<file path="config.mk">
export PLATFORM = sky130hd
export DESIGN_NAME = mc_trace_intake
export DESIGN_NICKNAME = d
export VERILOG_FILES = /design/src/rtl/mc_trace_intake.sv
export SDC_FILE = /design/constraint.sdc
export NUM_CORES = 1
export LEC_CHECK = 0
export CAP_MARGIN = 10
export CORE_ASPECT_RATIO = 1.2
export CORE_MARGIN = 2
export CORE_UTILIZATION = 30
export CTS_BUF_LIST = sky130_fd_sc_hd__clkbuf_8
export CTS_CLUSTER_DIAMETER = 100
export CTS_CLUSTER_SIZE = 25
export DETAILED_ROUTE_END_ITERATION = 12
export PLACE_DENSITY = 0.6
export SLEW_MARGIN = 20
export SYNTH_ARGS = -nofsm -noshare
export SYNTH_HDL_FRONTEND = slang
export SYNTH_SLANG_ARGS = --single-unit
</file>
<file path="constraint.sdc">
create_clock -name clock -period 8.01 [get_ports clock]
set_input_delay 1.602 -clock clock [delete_from_list [all_inputs] [get_ports clock]]
set_output_delay 1.602 -clock clock [all_outputs]
set_load 0.01 [all_outputs]
</file>
<file path="src/rtl/mc_trace_intake.sv">
// Trace intake: requests packed {time, cmd, addr} entries, buffers them, and
// releases the head entry on a valid/ready port. Define MC_TRACE_TIME_GATE_EN to hold release until cycle >= time.

// state | meaning
// IDLE  | decide whether to request another entry
// WAIT  | request outstanding, timer running toward end-of-trace
// DONE  | trace exhausted or shut down; FIFO keeps draining until reset
module mc_trace_intake #(
   parameter int ADDR_WIDTH  = 36,
   parameter int MEMOP_WIDTH = 2,
   parameter int TIME_WIDTH  = 12,
   parameter int DEPTH       = 8,
   parameter int TIMEOUT     = 16
) (
   input  logic                                      clock,
   input  logic                                      reset,
   input  logic [63:0]                               cycle,
   output logic                                      data_req,
   input  logic                                      data_rdy,
   input  logic [TIME_WIDTH+MEMOP_WIDTH+ADDR_WIDTH-1:0] data_read,
   input  logic                                      shutdown,
   output logic                                      req_valid,
   input  logic                                      req_ready,
   output logic [TIME_WIDTH-1:0]                     req_time,
   output logic [MEMOP_WIDTH-1:0]                    req_cmd,
   output logic [ADDR_WIDTH-1:0]                     req_addr,
   output logic [$clog2(DEPTH):0]                    count,
   output logic                                      trace_done,
   output logic                                      overflow,
   output logic                                      spurious
);

   localparam int DW = TIME_WIDTH + MEMOP_WIDTH + ADDR_WIDTH;
   localparam int PW = $clog2(DEPTH);
   localparam int CW = PW + 1;
   localparam int TW = $clog2(TIMEOUT);
   localparam logic [TW-1:0] TIMER_LAST = TW'(TIMEOUT - 1);
   localparam logic [CW-1:0] COUNT_FULL = CW'(DEPTH);

   typedef enum logic [1:0] {
      S_IDLE,
      S_WAIT,
      S_DONE
   } state_t;

   state_t          state_q, state_d;
   logic            data_req_q, data_req_d;
   logic [TW-1:0]   timer_q, timer_d;
   logic            enq;
   logic [PW-1:0]   wr_ptr_q, rd_ptr_q;
   logic [CW-1:0]   count_q;
   logic            overflow_q, spurious_q;
   logic [DW-1:0]   mem [DEPTH];
   logic            full, empty, wr_en, deq, due;

   always_comb begin
      state_d    = state_q;
      data_req_d = 1'b0;
      timer_d    = timer_q;
      enq        = 1'b0;
      case (state_q)
         S_IDLE: begin
            if (shutdown) begin
               state_d = S_DONE;
            end else if (count_q < COUNT_FULL) begin
               data_req_d = 1'b1;
               timer_d    = '0;
               state_d    = S_WAIT;
            end
         end
         S_WAIT: begin
            if (data_rdy) begin
               enq     = 1'b1;
               state_d = S_IDLE;
            end else if (shutdown) begin
               state_d = S_DONE;
            end else if (timer_q == TIMER_LAST) begin
               state_d = S_DONE;
            end else begin
               timer_d = timer_q + TW'(1);
            end
         end
         S_DONE: state_d = S_DONE;
         default: state_d = S_IDLE;
      endcase
   end

   always_ff @(posedge clock) begin
      if (reset) begin
         state_q    <= S_IDLE;
         data_req_q <= 1'b0;
         timer_q    <= '0;
      end else begin
         state_q    <= state_d;
         data_req_q <= data_req_d;
         timer_q    <= timer_d;
      end
   end

   assign full  = (count_q == COUNT_FULL);
   assign empty = (count_q == '0);
   assign wr_en = enq && !full;

`ifdef MC_TRACE_TIME_GATE_EN
   assign due = ({{(64-TIME_WIDTH){1'b0}}, req_time} <= cycle);
`else
   logic unused_cycle;
   assign unused_cycle = ^cycle;
   assign due = 1'b1;
`endif

   assign req_valid = !empty && due;
   assign deq       = req_valid && req_ready;

   always_ff @(posedge clock) begin
      if (reset) begin
         wr_ptr_q   <= '0;
         rd_ptr_q   <= '0;
         count_q    <= '0;
         overflow_q <= 1'b0;
         spurious_q <= 1'b0;
      end else begin
         if (wr_en) wr_ptr_q <= wr_ptr_q + PW'(1);
         if (deq)   rd_ptr_q <= rd_ptr_q + PW'(1);
         case ({wr_en, deq})
            2'b10:   count_q <= count_q + CW'(1);
            2'b01:   count_q <= count_q - CW'(1);
            default: count_q <= count_q;
         endcase
         if (enq && full) overflow_q <= 1'b1;
         if (data_rdy && (state_q != S_WAIT)) spurious_q <= 1'b1;
      end
   end

   // Storage needs no reset; the pointers and count define what is valid.
   always_ff @(posedge clock) begin
      if (wr_en && !reset) mem[wr_ptr_q] <= data_read;
   end

   assign {req_time, req_cmd, req_addr} = mem[rd_ptr_q];

   assign data_req   = data_req_q;
   assign count      = count_q;
   assign trace_done = (state_q == S_DONE);
   assign overflow   = overflow_q;
   assign spurious   = spurious_q;

endmodule

</file>
==> results of run 1 <==
==> cell usage after synthesis, types with 2 or more instances <==
cell / n
or3_1: 2
o21ai_0: 3
nor3_1: 5
clkbuf_1: 12
edfxtp_1: 400
inv_1: 2
mux2i_1: 4
buf_1: 7
ha_1: 6
dfxtp_1: 22
and3_1: 2
xor2_1: 5
mux2_2: 51
buf_6: 11
nand2b_1: 2
mux4_1: 100
nor2_1: 20
a21oi_1: 7
nor2b_1: 3
nand3_1: 2
a211oi_1: 2
nand2_1: 4
a41oi_1: 2
==> logic make-up (layout without fill, tap and decap cells) <==
logic type | after synthesis | after routing | share of synthesized area (%)
flops | 422 | 422 | 75.6
mux | 155 | 155 | 19.7
simple gates | 51 | 51 | 1.69
buf+inv | 34 | 162 | 1.29
compound gates | 21 | 21 | 0.957
fa+ha+maj | 6 | 6 | 0.456
xor+xnor | 6 | 6 | 0.319
other cells | 0 | 2 | 0
==> worst register-to-register path, stage by stage, from the launching register on <==
cell	delay (ns)
dfxtp_1	0.43
and2b_1	0.31
nand4_1	0.40
nor2_4	0.79
buf_4	0.64
==> cells in the final DEF, fill, tap and decap left out, drive strengths merged, types with 4 or more instances in the layout <==
cell type and n:
mux2 51, ha 6, clkdlybuf4s50 113, edfxtp 400, mux2i 4, buf 16
inv 11, nor2 20, clkbuf 21, a21oi 7, nand2 4, xor2 5
mux4 100, dfxtp 22, nor3 6
==> cell type report <==
| cell class | count | area (sq um) |
|---|---|---|
| clock inverter | 10 | 58.8 |
| timing repair buffer | 129 | 1270 |
| fill | 5110 | 35700 |
| tap | 720 | 901 |
| inverter | 2 | 7.51 |
| clock buffer | 21 | 289 |
| antenna | 2 | 5.00 |
| sequential | 422 | 12500 |
| multi-input combinational | 239 | 3860 |
==> flip-flops by register name, summed over array words and instances, names as in the netlist, named ones only <==
register and cells:
mem 400, spurious 1, overflow 1, wr_ptr_q 3, state_q 2, rd_ptr_q 3, data_req 1, count 4
timer_q 4
==> power groups by stage <==
stage	combinational [uW]	clock, uW	sequential (uW)
2_1_floorplan	240	0	2480
3_3_place_gp	380	0	2480
3_5_place_dp	385	0	2480
4_1_cts	387	941	2430
5_1_grt	412	1010	2430
6_report	384	889	2430
==> per-stage QoR <==
step	cell area (sq um)	cells	total power [uW]	hold slack, ns
3_5_place_dp	18500	1511	2860	0.479
6_report	18900	1545	3700	0.505
5_1_grt	18900	1545	3850	0.539
4_1_cts	18800	1542	3760	0.515
3_3_place_gp	18500	1511	2860	0.468
2_1_floorplan	16500	695	2720	0.442
==> worst max-delay path by stage <==
stage / from / end / slack (ns) / depth (start not counted)
after detailed placement: data_rdy / mem[6][40] / 3.40 / 4
after floorplan: reset / mem[0][0] / 0.36 / 3
after CTS: flop / req_addr[27] / 2.83 / 4
final: flop / req_addr[27] / 3.01 / 4
after global placement: data_rdy / mem[7][40] / 3.40 / 4
after global routing: flop / req_addr[27] / 2.75 / 4
==> routing by layer <==
metal | up-vias | track usage, % | share of wire (%)
met1 | 3877 | 15.4 | 45
met4 | 2 | 3.08 | 1.7
met3 | 32 | 1.62 | 3.8
met5 | - | 0 | 0.046
li1 | 3237 | - | -
met2 | 104 | 19.1 | 49
==> metrics.log, run 1 <==
[metrics] antenna violation net count after detailed routing: 0
[metrics] area of the die: 56800 sq um
[metrics] CTS tree: done
[metrics] via count: 7252
[metrics] Post-CTS Setup Repair Bufs: 0
[metrics] fraction of power consumed by sequential logic: 65.6%
[metrics] Mean Syn Cell Area: 23.7 sq um
[metrics] actual transition at the worst max-transition pin: 1.03 ns
[metrics] RSZ-0062 raised after global routing: no
[metrics] clk_skew: 0.0358 ns
[metrics] share of the yosys chip area belonging to registers: 75.6%
[metrics] buffer and inverter count on the worst path: 2
[metrics] worst-case hold path end point: spurious
[metrics] die outline width: 218 microns
[metrics] total CTS buffers: 21
[metrics] antenna violations before repair: 3
[metrics] detailed-placement wirelength estimate: 16900 microns
[metrics] layout overhead on the synthesized area: 14.5%
[metrics] count of flip-flops with a built-in enable after synthesis: 400
[metrics] Final setup viols: 0
[metrics] top-level I/O count: 178
[metrics] drt initial violations: 373
[metrics] arrival time at the worst endpoint: 3.40 ns
[metrics] maximum net fanout on the critical path: 60
[metrics] area of the core: 54600 sq um
[metrics] Internal Pwr Total: 2900 uW
[metrics] Crit path largest cell delay: 0.76 ns
[metrics] number of port buffers: 113
[metrics] net switching component of the power: 807 uW
[metrics] final critical-path share of the clock period: 62.4%
[metrics] final hold violation count: 0
[metrics] cell depth of the worst hold path: 2
[metrics] Rel. slew slack: 31.5%
[metrics] cell row count: 94
[metrics] effective utilization at floorplan: 30.2%
[metrics] 1st-pass router iterations: 4
[metrics] final period demand of the worst path: 5.00 ns
[metrics] Setup CP Type: reg2out
[metrics] final setup margin: 3.01 ns
[metrics] maximum capacitance violations: 0
[metrics] share of layout cells above drive strength 1: 12.9%
[metrics] total power density per cell area: 196 nW/um^2
[metrics] clock network latency to the later pin of the worst-skew pair: 0.60 ns
[metrics] peak supply drop: 0.0886 mV
[metrics] drt drc: 0
[metrics] total of hold buffers inserted after clock tree synthesis: 0
[metrics] cell-by-cell trace of the critical path: buf_4 -> mux4_1 -> mux2_2 -> clkdlybuf4s50_1
[metrics] number of unique standard cell types used by synthesis: 44
[metrics] Reg2Reg Launch Point: state_q[0]
[metrics] Top delay family on crit path: buffers and inverters
[metrics] leakage power: 0.00577 uW
[metrics] CTS clock-pin slew for the worst setup and hold paths: 0.15 ns
[metrics] total overflow reported by the global router: 0
[metrics] combinational power share: 10.4%
[metrics] Die Height: 261 microns
[metrics] number of cells produced by synthesis: 695
[metrics] number of nets produced by synthesis: 820
[metrics] cell taking the most area after synthesis: edfxtp_1
[metrics] predominant post-synthesis flop cell: edfxtp_1
[metrics] Total Wirelength: 32700 microns
[metrics] wire length of the first global-routing pass: 48000 microns
[metrics] aggregate negative setup slack: 0 ns
[metrics] final net count: 940
[metrics] post-synthesis instance area: 16500 sq um
[metrics] run status: finished clean
[metrics] Max Transition Viols Final: 0
[metrics] via/cell ratio: 4.69
[metrics] Max clock buf depth: 3
[metrics] Critical Path RT: 6.41 ns
[metrics] post-CTS resize count: 0
[metrics] pin count of the biggest net entering global routing: 61
[metrics] worst-path cell with the longest stage delay: dfxtp_4
[metrics] final weighted congestion in routability-driven placement: 0.668
[metrics] kind of start point of the critical path: flop
[metrics] path type of the worst min-delay path: reg2reg
[metrics] CTS H-Tree Depth: 1
[metrics] leading post-synthesis cells by cell area: edfxtp_1 (73%), mux4_1 (16%), mux2_2 (3.5%)
[metrics] highest achievable clock rate: 200 MHz
[metrics] CTS root buffer: clkbuf_8
[metrics] yosys warns: 0
[metrics] reg2reg setup slack: 5.05 ns
[metrics] post-placement worst setup slack: 3.40 ns
[metrics] area share of the leading cell type in the synthesized netlist: 72.9%
[metrics] total global routing track utilization: 11.4%
[metrics] final core utilization: 34.5%
[metrics] source of the worst hold timing path: spurious
[metrics] Critical Path End Type: output pin
[metrics] Wirelength per Cell: 21.2 microns
[metrics] async set-reset flop share out of synthesis: 0%
[metrics] share of total power consumed by net switching: 21.8%
[metrics] clock share of power: 24.0%
[metrics] total of flip-flops plus latches after synthesis: 422
[metrics] total clock sinks: 422
[metrics] worst reg2reg endpoint: mem[5][41]
[metrics] cells on worst reg2reg path: 4
[metrics] vias in the first global route: 7636
Note: power is estimated with default switching activity, not from simulation.
==> inputs of run 2 (changes only) <==
- PLACE_DENSITY: 0.6 -> 0.59
- clock period: 8.01 -> 5.05 ns (I/O delays scaled with it)
==> run 2 against run 1 <==
Net effect: sequential power up 59%; non-clock buffer count is 4 lower; register-to-register slack lost 2.7 ns; clock skew grew 0.0026 ns; critical path depth unchanged; largest cell class unchanged; combinational power is 52% higher; utilization is 0.28 points higher; setup slack lost 2.2 ns; count of clock-buffer cells in the layout grew 2; first-iteration DRC count increased by 43%; global-route usage is essentially flat.
==> metrics.log, run 2 (synthesis gave the netlist of run 1 again) <==
[metrics] run status: finished clean
[metrics] Die Height: 261 microns (unchanged)
[metrics] Wirelength per Cell: 21.1 microns (about the same)
[metrics] total of hold buffers inserted after clock tree synthesis: 0 (unchanged)
[metrics] cell depth of the worst hold path: 2 (unchanged)
[metrics] total power density per cell area: 315 nW/um^2 (+60%)
[metrics] post-placement worst setup slack: 1.29 ns (-2.10 ns)
[metrics] top-level I/O count: 178 (unchanged)
[metrics] Critical Path End Type: output pin
[metrics] total CTS buffers: 22 (+4.8%)
[metrics] final period demand of the worst path: 4.26 ns
[metrics] cells on worst reg2reg path: 4 (unchanged)
[metrics] clk_skew: 0.0384 ns (+0.00261 ns)
[metrics] via/cell ratio: 4.69 (-0.15%)
[metrics] cell row count: 94 (unchanged)
[metrics] Max Transition Viols Final: 0 (unchanged)
[metrics] Placement Cell Area: 18600 sq um (+0.58%)
[metrics] Reg2Reg Launch Point: state_q[0]
[metrics] CTS clock-pin slew for the worst setup and hold paths: 0.15 ns (about the same)
[metrics] vias in the first global route: 7700 (+0.84%)
[metrics] Critical Path RT: 4.04 ns (-2.37 ns)
[metrics] final weighted congestion in routability-driven placement: 0.661 (-1.0%)
[metrics] area of the core: 54600 sq um (unchanged)
[metrics] Rel. slew slack: 32.7% (+1.1 points)
[metrics] antenna violation net count after detailed routing: 0 (unchanged)
[metrics] total global routing track utilization: 11.4% (about the same)
[metrics] maximum capacitance violations: 0 (unchanged)
[metrics] Post-CTS Setup Repair Bufs: 0 (unchanged)
[metrics] final setup margin: 0.788 ns (-2.22 ns)
[metrics] Final setup viols: 0 (unchanged)
[metrics] effective utilization at floorplan: 30.2% (unchanged)
[metrics] worst reg2reg endpoint: mem[5][6]
[metrics] RSZ-0062 raised after global routing: no
[metrics] register bank with the most flops: mem
[metrics] drt initial violations: 533 (+43%)
[metrics] CTS H-Tree Depth: 1 (unchanged)
[metrics] number of port buffers: 113 (unchanged)
[metrics] antenna violations before repair: 4 (+1)
[metrics] Total Wirelength: 32800 microns (+0.20%)
[metrics] total clock sinks: 422 (unchanged)
[metrics] CTS root buffer: clkbuf_8
[metrics] FILL cells: 5074 (-0.70%)
[metrics] actual transition at the worst max-transition pin: 1.01 ns (-0.0169 ns)
[metrics] reg2reg setup slack: 2.38 ns (-2.67 ns)
[metrics] leakage power: 0.00583 uW (+1.0%)
[metrics] kind of start point of the critical path: flop
[metrics] detailed-placement wirelength estimate: 16100 microns (-4.5%)
[metrics] number of flip-flops under the largest register name: 400 (unchanged)
[metrics] share of layout cells above drive strength 1: 12.7% (-0.20 points)
[metrics] pin count of the biggest net entering global routing: 101 (+66%)
[metrics] peak supply drop: 0.154 mV (+74%)
[metrics] CTS tree: done
[metrics] Max clock buf depth: 3 (unchanged)
[metrics] final critical-path share of the clock period: 84.4%
[metrics] maximum net fanout on the critical path: 28 (-53%)
[metrics] die outline width: 218 microns (unchanged)
[metrics] Setup CP Type: reg2out
[metrics] via count: 7260 (+0.11%)
[metrics] final hold violation count: 0 (unchanged)
[metrics] final net count: 937 (-0.32%)
[metrics] total overflow reported by the global router: 0 (unchanged)
[metrics] most used cells in the layout excluding fill and tap cells: edfxtp_1 (400), clkdlybuf4s50_1 (113), mux4_1 (100)
[metrics] aggregate negative setup slack: 0 ns (unchanged)
[metrics] post-CTS resize count: 0 (unchanged)
[metrics] highest achievable clock rate: 235 MHz
[metrics] path type of the worst min-delay path: reg2reg
[metrics] area of the die: 56800 sq um (unchanged)
[metrics] wire length of the first global-routing pass: 48000 microns (about the same)
[metrics] arrival time at the worst endpoint: 3.25 ns (-0.15 ns)
[metrics] most common library cell in the layout ignoring fill and taps: edfxtp_1
[metrics] 1st-pass router iterations: 5 (+1)
[metrics] source of the worst hold timing path: overflow
[metrics] worst-case hold path end point: overflow
[metrics] drt drc: 0 (unchanged)
[metrics] clock network latency to the later pin of the worst-skew pair: 0.62 ns (+0.02 ns)
[metrics] Design Area, Final: 19000 sq um (+0.82%)
[metrics] layout overhead on the synthesized area: 15.4%
-- run 2: cell count changes in the layout (fill, tap and decap cells not counted), moves of 2 or more --
cell      change
nor3_2        -2
inv_1         +7
buf_4        -11
nor3_4        +2
buf_12        +8
clkbuf_8      +2
-- run 2: how the worst max path moves through the flow --
stage,start,endpoint
2_1_floorplan,reset,mem[4][0]
3_3_place_gp,data_rdy,mem[5][6]
3_5_place_dp,data_rdy,mem[5][49]
4_1_cts,flop,req_addr[28]
5_1_grt,flop,req_addr[28]
6_report,flop,req_addr[28]
-- run 2: area by class of cell --
class | instances | area (sq um) | area share [%]
clock inverters | 17 | 109 | 0.573
well taps | 720 | 901 | 4.74
flip-flops and latches | 422 | 12500 | 65.6
repair buffers | 125 | 1320 | 6.95
diodes | 1 | 2.50 | 0.0132
multi-input cells | 239 | 3890 | 20.4
clock buffers | 23 | 317 | 1.67
inverters | 2 | 7.51 | 0.0395
-- run 2: metrics by stage --
stage	cells	hold slack, ns	util [%]	power (uW)
2_1_floorplan	695	0.442	-	4310
3_3_place_gp	1508	0.463	34.0	4540
3_5_place_dp	1508	0.469	34.0	4550
4_1_cts	1548	0.509	34.8	6090
5_1_grt	1549	0.526	34.8	6210
6_report	1549	0.511	34.8	5980
-- run 2: power by group --
| group | leakage (uW) | switching, uW | internal [uW] |
|---|---|---|---|
| Clock | 0.000267 | 1060 | 460 |
| Combinational | 0.00179 | 235 | 347 |
| Sequential | 0.00378 | 35.5 | 3840 |
-- run 2: per-layer routing --
metal,vias up,share of wire (%),track usage [%]
met4,6,1.7,3.02
met5,-,0.10,0
met2,113,51,19.8
met3,39,4.1,1.84
met1,3862,43,14.8
li1,3240,-,-
-- run 2: critical path, stage by stage, from the launching register on --
cell and delay [ns]:
dfxtp_4 0.71, buf_4 0.48, mux4_1 0.60, mux2_2 0.30
clkdlybuf4s50_1 0.50
==> inputs of run 3 (changes only) <==
- clock period: 5.05 -> 4 ns (I/O delays scaled with it)
==> run 3 against run 2 <==
Net effect: hold slack lost 0.015 ns; global-route usage about the same; utilization increased by 0.064 points; clock skew is 0.0038 ns lower; power rose by 24%; non-clock buffer count up 2; sequential power rose by 26%; wire length hardly changed.
==> metrics.log, run 3 (synthesis gave the netlist of run 1 again) <==
[metrics] pin count of the biggest net entering global routing: 61 (-40%)
[metrics] via/cell ratio: 4.65 (-0.79%)
[metrics] worst-path cell with the longest stage delay: mux4_1
[metrics] total global routing track utilization: 11.4% (-0.014 points)
[metrics] amount of wire on met3 after detailed routing: 1180 microns (-13%)
[metrics] top-level I/O count: 178 (unchanged)
[metrics] via count: 7203 (-0.79%)
[metrics] 1st-pass router iterations: 4 (-1)
[metrics] Max Transition Viols Final: 0 (unchanged)
[metrics] total power density per cell area: 391 nW/um^2 (+24%)
[metrics] highest achievable clock rate: 275 MHz
[metrics] Total Wirelength: 32700 microns (about the same)
[metrics] aggregate negative setup slack: 0 ns (unchanged)
[metrics] Tot Pwr: 7440 uW (+24%)
[metrics] number of port buffers: 113 (unchanged)
[metrics] area of the core: 54600 sq um (unchanged)
[metrics] total overflow reported by the global router: 0 (unchanged)
[metrics] Crit path largest cell delay: 0.63 ns (-0.08 ns)
[metrics] vias in the first global route: 7657 (-0.56%)
[metrics] cell row count: 94 (unchanged)
[metrics] final core utilization: 34.9% (+0.064 points)
[metrics] most common library cell in the layout ignoring fill and taps: edfxtp_1
[metrics] Setup CP Type: reg2out
[metrics] drt drc: 0 (unchanged)
[metrics] CTS clock-pin slew for the worst setup and hold paths: 0.14 ns (about the same)
[metrics] final weighted congestion in routability-driven placement: 0.682 (+3.2%)
[metrics] Critical Path End Type: output pin
[metrics] actual transition at the worst max-transition pin: 0.638 ns (-0.372 ns)
[metrics] Rel. slew slack: 57.4% (+25 points)
[metrics] Placement Cell Area: 18700 sq um (+0.42%)
[metrics] final hold violation count: 0 (unchanged)
[metrics] CTS tree: done
[metrics] maximum capacitance violations: 0 (unchanged)
[metrics] Design Area, Final: 19000 sq um (+0.18%)
[metrics] Top delay family on crit path: multiplexers
[metrics] maximum net fanout on the critical path: 60 (+110%)
[metrics] total CTS buffers: 21 (-4.5%)
[metrics] area of the die: 56800 sq um (unchanged)
[metrics] top layer reached by signal wires: met5
[metrics] peak supply drop: 0.228 mV (+48%)
[metrics] Critical Path RT: 3.20 ns (-0.84 ns)
[metrics] post-CTS resize count: 0 (unchanged)
[metrics] total of hold buffers inserted after clock tree synthesis: 0 (unchanged)
[metrics] die outline width: 218 microns (unchanged)
[metrics] number of flip-flops under the largest register name: 400 (unchanged)
[metrics] final critical-path share of the clock period: 90.7%
[metrics] cell-by-cell trace of the critical path: buf_12 -> mux4_1 -> mux2_2 -> clkdlybuf4s50_1
[metrics] Post-CTS Setup Repair Bufs: 0 (unchanged)
[metrics] antenna violations before repair: 4 (unchanged)
[metrics] most used cells in the layout excluding fill and tap cells: edfxtp_1 (400), clkdlybuf4s50_1 (113), mux4_1 (100)
[metrics] Final setup viols: 0 (unchanged)
[metrics] register bank with the most flops: mem
[metrics] CTS H-Tree Depth: 1 (unchanged)
[metrics] reg2reg setup slack: 1.44 ns (-0.94 ns)
[metrics] detailed-placement wirelength estimate: 16400 microns (+1.7%)
[metrics] buffer and inverter count on the worst path: 2 (unchanged)
[metrics] Max clock buf depth: 3 (unchanged)
[metrics] arrival time at the worst endpoint: 2.83 ns (-0.42 ns)
[metrics] wire length of the first global-routing pass: 48000 microns (about the same)
[metrics] routed metal-1 wirelength: 14600 microns (+3.1%)
[metrics] final period demand of the worst path: 3.63 ns
[metrics] clock network latency to the later pin of the worst-skew pair: 0.62 ns (about the same)
[metrics] effective utilization at floorplan: 30.2% (unchanged)
[metrics] share of layout cells above drive strength 1: 12.8% (+0.12 points)
[metrics] routed length on met2: 16400 microns (-1.6%)
[metrics] CTS root buffer: clkbuf_8
[metrics] layout overhead on the synthesized area: 15.6%
[metrics] RSZ-0062 raised after global routing: no
[metrics] Die Height: 261 microns (unchanged)
[metrics] Wirelength per Cell: 21.1 microns (about the same)
[metrics] clk_skew: 0.0346 ns (-0.00383 ns)
[metrics] leakage power: 0.00583 uW (about the same)
[metrics] drt initial violations: 480 (-9.9%)
[metrics] smallest hold slack: 0.496 ns (-0.0151 ns)
[metrics] final net count: 938 (+0.11%)
[metrics] path type of the worst min-delay path: reg2reg
[metrics] kind of start point of the critical path: flop
[metrics] run status: finished clean
[metrics] total clock sinks: 422 (unchanged)
[metrics] antenna violation net count after detailed routing: 0 (unchanged)
## run 3: cell types whose count changed in the layout (fill, tap and decap cells not counted)
cell	change
clkinvlp_4	+1
clkinv_8	+1
inv_16	-2
clkbuf_8	-2
buf_12	+5
buf_4	-3
clkinv_2	+1
inv_1	-1
## run 3: through the flow
step                setup WS [ns]  instances
global route                0.209       1549
floorplan                  -0.441        695
detailed placement          0.854       1510
CTS                         0.247       1548
finish                      0.370       1549
global placement            0.897       1510
## run 3: area by class of cell
type | instances | area (sq um)
Fill cell | 5064 | 35500
Sequential cell | 422 | 12500
Multi-Input combinational cell | 239 | 3890
Timing Repair Buffer | 127 | 1400
Tap cell | 720 | 901
Clock buffer | 21 | 289
Clock inverter | 17 | 93.8
Inverter | 2 | 7.51
Antenna cell | 1 | 2.50
## run 3: worst min-delay path: stages (launching register included)
cell     delay, ns
dfxtp_1       0.35
a21oi_1       0.04
nor2_1        0.07
## run 3: path summary, 6_finish.rpt
kind / start / to / cells past startpoint
max reg2reg: count[1] / count[2] / 9
min: spurious / spurious / 2
max: flop / req_time[3] / 4
min reg2reg: spurious / spurious / 2
## run 3: layer usage
metal,global-route usage (%),up-vias
met3,1.77,35
li1,-,3242
met5,0,-
met1,15.2,3817
met4,2.85,6
met2,19.4,103
## run 3: power by group
group,internal [uW],total [uW],switching (uW)
registers,4840,4870,21.2
clock network,521,1810,1290
logic,445,769,325
total,5810,7440,1630
